[src/rtl/m_ext_iter.sv]
// Iterative RISC-V M-extension unit: MUL/MULH/MULHSU/MULHU via shift-add
// (MUL_STEP multiplier bits per cycle), DIV/DIVU/REM/REMU via restoring
// division (one quotient bit per cycle). Operands are reduced to magnitudes
// on acceptance and the result sign is applied once the iteration is done.
// Divide-by-zero and signed overflow are resolved on acceptance (early-out).
//
// state | meaning
// IDLE  | ready for a request; req_ready=1
// MUL   | shift-add iterations on the 2*XLEN product
// DIV   | restoring division iterations
// DONE  | result presented, held until resp_valid && resp_ready

module m_ext_iter #(
    parameter int XLEN     = 32,
    parameter int MUL_STEP = 1
) (
    input  logic            clk,
    input  logic            rst,
    input  logic            req_valid,
    output logic            req_ready,
    input  logic [2:0]      funct3,
    input  logic [XLEN-1:0] a,
    input  logic [XLEN-1:0] b,
    input  logic            flush,
    output logic            resp_valid,
    input  logic            resp_ready,
    output logic [XLEN-1:0] resp_data,
    output logic            busy
);

    localparam int MUL_N = XLEN / MUL_STEP;
    localparam int CW    = $clog2(XLEN + 1);

    localparam logic [XLEN:0]     ONE1    = {{XLEN{1'b0}}, 1'b1};
    localparam logic [XLEN-1:0]   ONEX    = {{(XLEN-1){1'b0}}, 1'b1};
    localparam logic [2*XLEN-1:0] ONE2    = {{(2*XLEN-1){1'b0}}, 1'b1};
    localparam logic [CW-1:0]     CNT_ONE = {{(CW-1){1'b0}}, 1'b1};
    localparam logic [XLEN-1:0]   MIN_NEG = {1'b1, {(XLEN-1){1'b0}}};

    typedef enum logic [1:0] {
        IDLE = 2'd0,
        MUL  = 2'd1,
        DIV  = 2'd2,
        DONE = 2'd3
    } state_t;

    state_t              state;
    logic [2:0]          op;
    logic                neg_res;
    logic                early;
    logic [XLEN-1:0]     early_data;
    logic [XLEN-1:0]     mag_a;
    logic [XLEN-1:0]     mag_b;
    logic [2*XLEN-1:0]   prod;
    logic [CW-1:0]       cnt;

    // Magnitude is formed in XLEN+1 bits so the most-negative value is exact;
    // the top bit is always zero afterwards and is dropped by the cast.
    function automatic logic [XLEN-1:0] magnitude(input logic [XLEN-1:0] v, input logic sgn);
        logic [XLEN:0] wide;
        wide = sgn ? (~{v[XLEN-1], v} + ONE1) : {1'b0, v};
        return XLEN'(wide);
    endfunction

    logic            sgn_a_in;
    logic            sgn_b_in;
    logic            b_zero;
    logic            ovf;
    logic            early_hit;
    logic [XLEN-1:0] early_val;
    logic            neg_in;
    logic            accept;

    // Request decode: operand signedness, result sign and early-out detection.
    always_comb begin
        sgn_a_in  = a[XLEN-1] & (funct3 inside {3'd0, 3'd1, 3'd2, 3'd4, 3'd6});
        sgn_b_in  = b[XLEN-1] & (funct3 inside {3'd0, 3'd1, 3'd4, 3'd6});
        b_zero    = (b == '0);
        ovf       = (a == MIN_NEG) && (&b) && (funct3 inside {3'd4, 3'd6});
        early_hit = funct3[2] && (b_zero || ovf);
        early_val = '0;
        if (b_zero) begin
            early_val = funct3[1] ? a : '1;
        end else if (ovf) begin
            early_val = funct3[1] ? '0 : a;
        end
        // Remainders follow the dividend; products and quotients the XOR.
        neg_in = (funct3[2] && funct3[1]) ? sgn_a_in : (sgn_a_in ^ sgn_b_in);
        accept = req_valid && (state == IDLE) && !flush;
    end

    logic [XLEN+MUL_STEP-1:0] mul_sum;
    logic [XLEN:0]            div_sh;
    logic [XLEN:0]            div_dif;
    logic                     div_fit;
    logic [XLEN-1:0]          div_rem;

    // One iteration step of each datapath.
    always_comb begin
        mul_sum = {{MUL_STEP{1'b0}}, prod[2*XLEN-1:XLEN]}
                + ({{MUL_STEP{1'b0}}, mag_a} * {{XLEN{1'b0}}, prod[MUL_STEP-1:0]});
        div_sh  = {prod[2*XLEN-1:XLEN], prod[XLEN-1]};
        div_dif = div_sh - {1'b0, mag_b};
        div_fit = (div_sh >= {1'b0, mag_b});
        div_rem = XLEN'(div_fit ? div_dif : div_sh);
    end

    logic [2*XLEN-1:0] prod_fix;
    logic [XLEN-1:0]   quo_fix;
    logic [XLEN-1:0]   rem_fix;
    logic [XLEN-1:0]   result;

    // Final sign correction and result selection.
    always_comb begin
        prod_fix = neg_res ? (~prod + ONE2) : prod;
        quo_fix  = neg_res ? (~prod[XLEN-1:0] + ONEX) : prod[XLEN-1:0];
        rem_fix  = neg_res ? (~prod[2*XLEN-1:XLEN] + ONEX) : prod[2*XLEN-1:XLEN];
        if (early) begin
            result = early_data;
        end else begin
            case (op)
                3'd0:                result = prod_fix[XLEN-1:0];
                3'd1, 3'd2, 3'd3:    result = prod_fix[2*XLEN-1:XLEN];
                3'd4, 3'd5:          result = quo_fix;
                default:             result = rem_fix;
            endcase
        end
    end

    // Sequencer and datapath registers; flush overrides everything but reset.
    always_ff @(posedge clk or posedge rst) begin
        if (rst) begin
            state      <= IDLE;
            op         <= '0;
            neg_res    <= 1'b0;
            early      <= 1'b0;
            early_data <= '0;
            mag_a      <= '0;
            mag_b      <= '0;
            prod       <= '0;
            cnt        <= '0;
            resp_valid <= 1'b0;
            resp_data  <= '0;
        end else if (flush) begin
            state      <= IDLE;
            resp_valid <= 1'b0;
        end else begin
            case (state)
                IDLE: begin
                    if (accept) begin
                        op         <= funct3;
                        neg_res    <= neg_in;
                        early      <= early_hit;
                        early_data <= early_val;
                        mag_a      <= magnitude(a, sgn_a_in);
                        mag_b      <= magnitude(b, sgn_b_in);
                        if (early_hit) begin
                            state <= DONE;
                        end else if (funct3[2]) begin
                            prod  <= {{XLEN{1'b0}}, magnitude(a, sgn_a_in)};
                            cnt   <= CW'(XLEN - 1);
                            state <= DIV;
                        end else begin
                            prod  <= {{XLEN{1'b0}}, magnitude(b, sgn_b_in)};
                            cnt   <= CW'(MUL_N - 1);
                            state <= MUL;
                        end
                    end
                end
                MUL: begin
                    prod <= {mul_sum, prod[XLEN-1:MUL_STEP]};
                    cnt  <= cnt - CNT_ONE;
                    if (cnt == '0) begin
                        state <= DONE;
                    end
                end
                DIV: begin
                    prod <= {div_rem, prod[XLEN-2:0], div_fit};
                    cnt  <= cnt - CNT_ONE;
                    if (cnt == '0) begin
                        state <= DONE;
                    end
                end
                DONE: begin
                    if (!resp_valid) begin
                        resp_valid <= 1'b1;
                        resp_data  <= result;
                    end else if (resp_ready) begin
                        resp_valid <= 1'b0;
                        state      <= IDLE;
                    end
                end
                default: state <= IDLE;
            endcase
        end
    end

    assign req_ready = (state == IDLE);
    assign busy      = (state != IDLE);

endmodule
[config.mk]
export PLATFORM = sky130hd
export DESIGN_NAME = m_ext_iter
export DESIGN_NICKNAME = d
export VERILOG_FILES = /design/src/rtl/m_ext_iter.sv
export SDC_FILE = /design/constraint.sdc
export NUM_CORES = 1
export LEC_CHECK = 0
export CORE_ASPECT_RATIO = 1.25
export CORE_MARGIN = 3
export CORE_UTILIZATION = 35
export CTS_CLUSTER_SIZE = 40
export DETAILED_ROUTE_END_ITERATION = 10
export PLACE_DENSITY = 0.52
export REMOVE_ABC_BUFFERS = 1
export SYNTH_ARGS = -nofsm -noshare
export SYNTH_HDL_FRONTEND = slang
export SYNTH_SLANG_ARGS = --single-unit
export TNS_END_PERCENT = 5
[constraint.sdc]
create_clock -name clk -period 15.75 [get_ports clk]
set_clock_uncertainty 0.2 [all_clocks]
set_input_delay 2.3625 -clock clk [delete_from_list [all_inputs] [get_ports clk]]
set_output_delay 2.3625 -clock clk [all_outputs]
set_load 0.1 [all_outputs]
==> reports/metrics.sh <==
STATUS='completed'
AGGREGATE_ROUTED_WIRE_LENGTH_UM=71000
R2R-START='prod[18]$_DFFE_PP0P_'
FMAX_GHz=0.160
ANT_NETS=0
DP_HPWL_UM=54000
VDD.IR_DROP.WORST_mV=0.227
RR_ENDPOINT='resp_data[17]$_DFFE_PP0P_'
POST_DRT_VIA_CELL_RATIO=5.90
CP-START-KIND='input pin'
GR-TOTAL-OVERFLOW=0
NUMBER_OF_CLOCK_BUFFERS_INSERTED_BY_TRITONCTS=26
CTS_HTREE_LEVELS=1
NUM-FILL-CELLS=5034
CRIT_PATH_CELL_TRACE='clkdlybuf4s50_1 > or4_1 > or3_1 > or4b_1 > nor3_2 > o31a_2 > buf_4 > nor2_1 > and3_1 > mux2i_1 > o311ai_0'
DIE_SPAN_X_UM=204
PWR_DENSITY_CELL_mW_PER_MM2=190
CP_SLOWEST_STAGE_DELAY_NS=0.72
LAYOUT-DRIVE-GT1-SHARE=0.0532
POWER.TOTAL_mW=3.71
YOSYSTOPAREACELLSHARE=0.300
MIN_PERIOD_OVER_PERIOD=0.396
WL_PER_CELL_UM=24.6
SYN_AREA_PER_CELL_UM2=7.77
CTS_HOLD_REPAIR.BUFFERS=0
TIMING.FINAL.SETUP_VIOLATIONS=0
CP_DATA_REQUIRED_TIME_NS=15.96
TIMING.CRITICAL_PATH.SLOWEST_STAGE_CELL='sky130_fd_sc_hd__or4b_1'
DESIGN.DIE.AREA_MM2=0.0518
FINAL_HOLD_VIOLS=0
CRIT_PATH_KIND='input pin to flop'
TIMING.SLEW.HEADROOM=0.154
CLK_LAT_WORST_SKEW_NS=0.57
SEQCELLAREA_MM2=0.00516
DRT-PASS1-ITER-COUNT=8
NUMBER_OF_BUFFERS_ADDED_ON_PORTS=106
SYNTH.FF_LATCH_COUNT=206
DESIGN.CORE.AREA_MM2=0.0484
ARRIVAL_NS=6.44
TIGHTEST_SLEW_NS=1.25
MAX_CAP_VIOL_COUNT=0
PLACE_CONGESTION=0.954
SYNTHDISTINCTLIBCELLS=75
NETS=2370
NUM_ROWS=90
LARGEST_AREA_CONTRIBUTOR_IN_THE_NETLIST='sky130_fd_sc_hd__dfrtp_1'
LEAKAGEPOWER_nW=8.12
SETUP_REPAIR_AFTER_GLOBAL_ROUTING_MISSED_ITS_MARGIN='no'
DRC=0
HOLDWS_NS=0.271
FIRST_GLOBAL_VIAS=16570
NUMBER_OF_CELLS_ON_THE_WORST_REG_TO_REG_PATH=8
LAYOUT-AREA-OVERHEAD-VS-SYNTH_PCT=13.8
MULTI_INPUT_AREA_MM2=0.0111
YOSYS_WARNING_TOTAL=0
MAX-CLOCK-PATH-BUFFERS=3
CRITICAL_PATH.ENDPOINT_TYPE='flop'
FINAL-MAX-SLEW-VIOLATION-COUNT=0
MIN-DELAY-PATH-CLASS='flop to flop'
FF2FF_SETUP_SLACK_NS=10.87
CLK_PIN_SLEW_NS=0.07
POST-CTS-SETUP-BUFFER-COUNT=0
PIN_COUNT=107
HOLD_START='early_data[10]$_DFFE_PP0P_'
CRIT_PATH_START='a[8]'
TNS_NS=0
SYNTHESIS.INSTANCES=2211
HOLD-PATH-CELL-COUNT=2
SYNTH_ASYNC_SR_FLOP_SHARE=1.00
CLOCK_TREE_FROM_TRITONCTS='yes'
SYNTH.AREA.TOP_CELLS='sky130_fd_sc_hd__dfrtp_1 30%, sky130_fd_sc_hd__o21ai_0 8.0%, sky130_fd_sc_hd__nand2_1 5.9%'
SYNTHESIS.AREA_MM2=0.0172
SYNTH_ENABLE_FLOP_CELLS=0
FINAL_UTIL=0.404
FIRST_ITER_VIOLATIONS=1409
ENDPOINT_OF_THE_WORST_HOLD_TIMING_PATH='early_data[10]$_DFFE_PP0P_'
FINAL_PERIOD_MINUS_WORST_SETUP_SLACK_NS=6.24
CTS_SINKS=206
PATH_BUF_INV=2
CP_MAX_FO=90
WORST_PATH_DOMINANT_CELL_FAMILY='simple AND/OR/NAND/NOR gates'
GR-USAGE-ALL-LAYERS=0.268
POST_CTS_RESIZE_COUNT=0
CLOCK-ROOT-BUFFER='sky130_fd_sc_hd__clkbuf_16'
ROUTED-VIA-COUNT=16994
ANTENNA_FOUND_INITIAL=1
SEQ_AREA_FRAC_SYNTH=0.300
FLOORPLAN.INITIALDENSITY=0.355
GRT_START_MAX_NET_PINS=106
GRT_FIRST_PASS_WIRELENGTH_UM=106000
DIE_H_UM=254
YOSYS_MOST_USED_DFF='sky130_fd_sc_hd__dfrtp_1'
[worst max-delay path by stage]
stage               cells past startpoint                    to  slack [ns]
floorplan                               1    cnt[0]$_DFFE_PP0P_        7.56
global placement                       11  prod[61]$_DFFE_PP0P_        9.03
detailed placement                     11  prod[61]$_DFFE_PP0P_        8.96
CTS                                    11  prod[61]$_DFFE_PP0P_        9.56
global route                           11  prod[61]$_DFFE_PP0P_        9.35
finish                                 11  prod[61]$_DFFE_PP0P_        9.51
[power by group]
part           leakage [nW]  internal (mW)  switching [mW]
Sequential             2.62          0.707           0.213
Combinational          5.08          0.707            1.46
Clock                 0.422          0.372           0.254
Total                  8.12           1.79            1.92
[cells by family (layout without fill, tap and decap cells)]
group	Yosys count	in the layout	synth area share
AND/OR/NAND/NOR	716	716	0.196
multiplexers	49	49	0.0299
buffers and inverters	235	261	0.0535
other	0	1	0
flip-flops	206	206	0.300
XOR/XNOR	177	177	0.0902
AO/OA/AOI/OAI	750	750	0.272
adder cells (fa/ha/maj)	78	78	0.0577
[cell usage in the layout, fill, tap and decap left out, types with 27 or more instances in the layout]
cell                              netlist  routed
sky130_fd_sc_hd__nor2_1               171     170
sky130_fd_sc_hd__o21ai_0              276     275
sky130_fd_sc_hd__clkdlybuf4s50_1        0     105
sky130_fd_sc_hd__ha_1                  76      74
sky130_fd_sc_hd__and2_1                40      40
sky130_fd_sc_hd__o31ai_1               34      34
sky130_fd_sc_hd__xnor2_1              103     103
sky130_fd_sc_hd__buf_4                  0      31
sky130_fd_sc_hd__dfrtp_1              206     205
sky130_fd_sc_hd__nand3_1               32      32
sky130_fd_sc_hd__xor2_1                74      74
sky130_fd_sc_hd__inv_1                 78      77
sky130_fd_sc_hd__nor3_1                39      39
sky130_fd_sc_hd__mux2i_1               30      30
sky130_fd_sc_hd__clkbuf_16              0      27
sky130_fd_sc_hd__a221o_1               28      28
sky130_fd_sc_hd__nand2_1              271     271
sky130_fd_sc_hd__a21oi_1              180     180
[worst min-delay path, delay by kind of cell (launching register included)]
| family | cells | cell delay (ns) |
|---|---|---|
| flops | 1 | 0.33 |
| simple gates | 1 | 0.04 |
| compound gates | 1 | 0.06 |
[registers in the layout (all words and copies together) (netlist names)]
register    cells
prod           64
early_data     32
mag_a          32
cnt             6
neg_res         1
state           2
early           1
resp_data      32
op              3
mag_b          32
resp_valid      1
[synth_stat cells (all sizes together) (30+ instances only)]
cell type  number
ha             76
xor2           74
nand2         271
mux2i          30
clkbuf        133
nor2          171
a21oi         180
and2           41
nand3          32
nor3           40
o31ai          36
o21ai         283
xnor2         103
inv            78
dfrtp         206
[layer usage]
| layer | vias up | share of wire | GRT usage |
|---|---|---|---|
| li1 | 8014 | - | - |
| met1 | 8266 | 0.42 | 0.347 |
| met2 | 594 | 0.48 | 0.455 |
| met3 | 120 | 0.054 | 0.0284 |
| met4 | 0 | 0.045 | 0.112 |
| met5 | - | 0 | 0 |
[through the flow]
stage / setup slack (ns) / cell area (um^2) / cells
2_1_floorplan: 7.56 / 16600 / 2055
3_3_place_gp: 9.03 / 18700 / 2836
3_5_place_dp: 8.96 / 18700 / 2836
4_1_cts: 9.56 / 19600 / 2881
5_1_grt: 9.35 / 19600 / 2881
6_report: 9.51 / 19600 / 2882
[layout make-up]
cell class,instances,area share
well taps,644,0.0412
flip-flops and latches,206,0.264
clock buffers,38,0.0397
inverters,79,0.0155
clock inverters,7,0.00480
repair buffers,137,0.0659
diodes,1,0.000128
multi-input cells,1770,0.569
No activity file was read; power rests on OpenSTA's default activity.
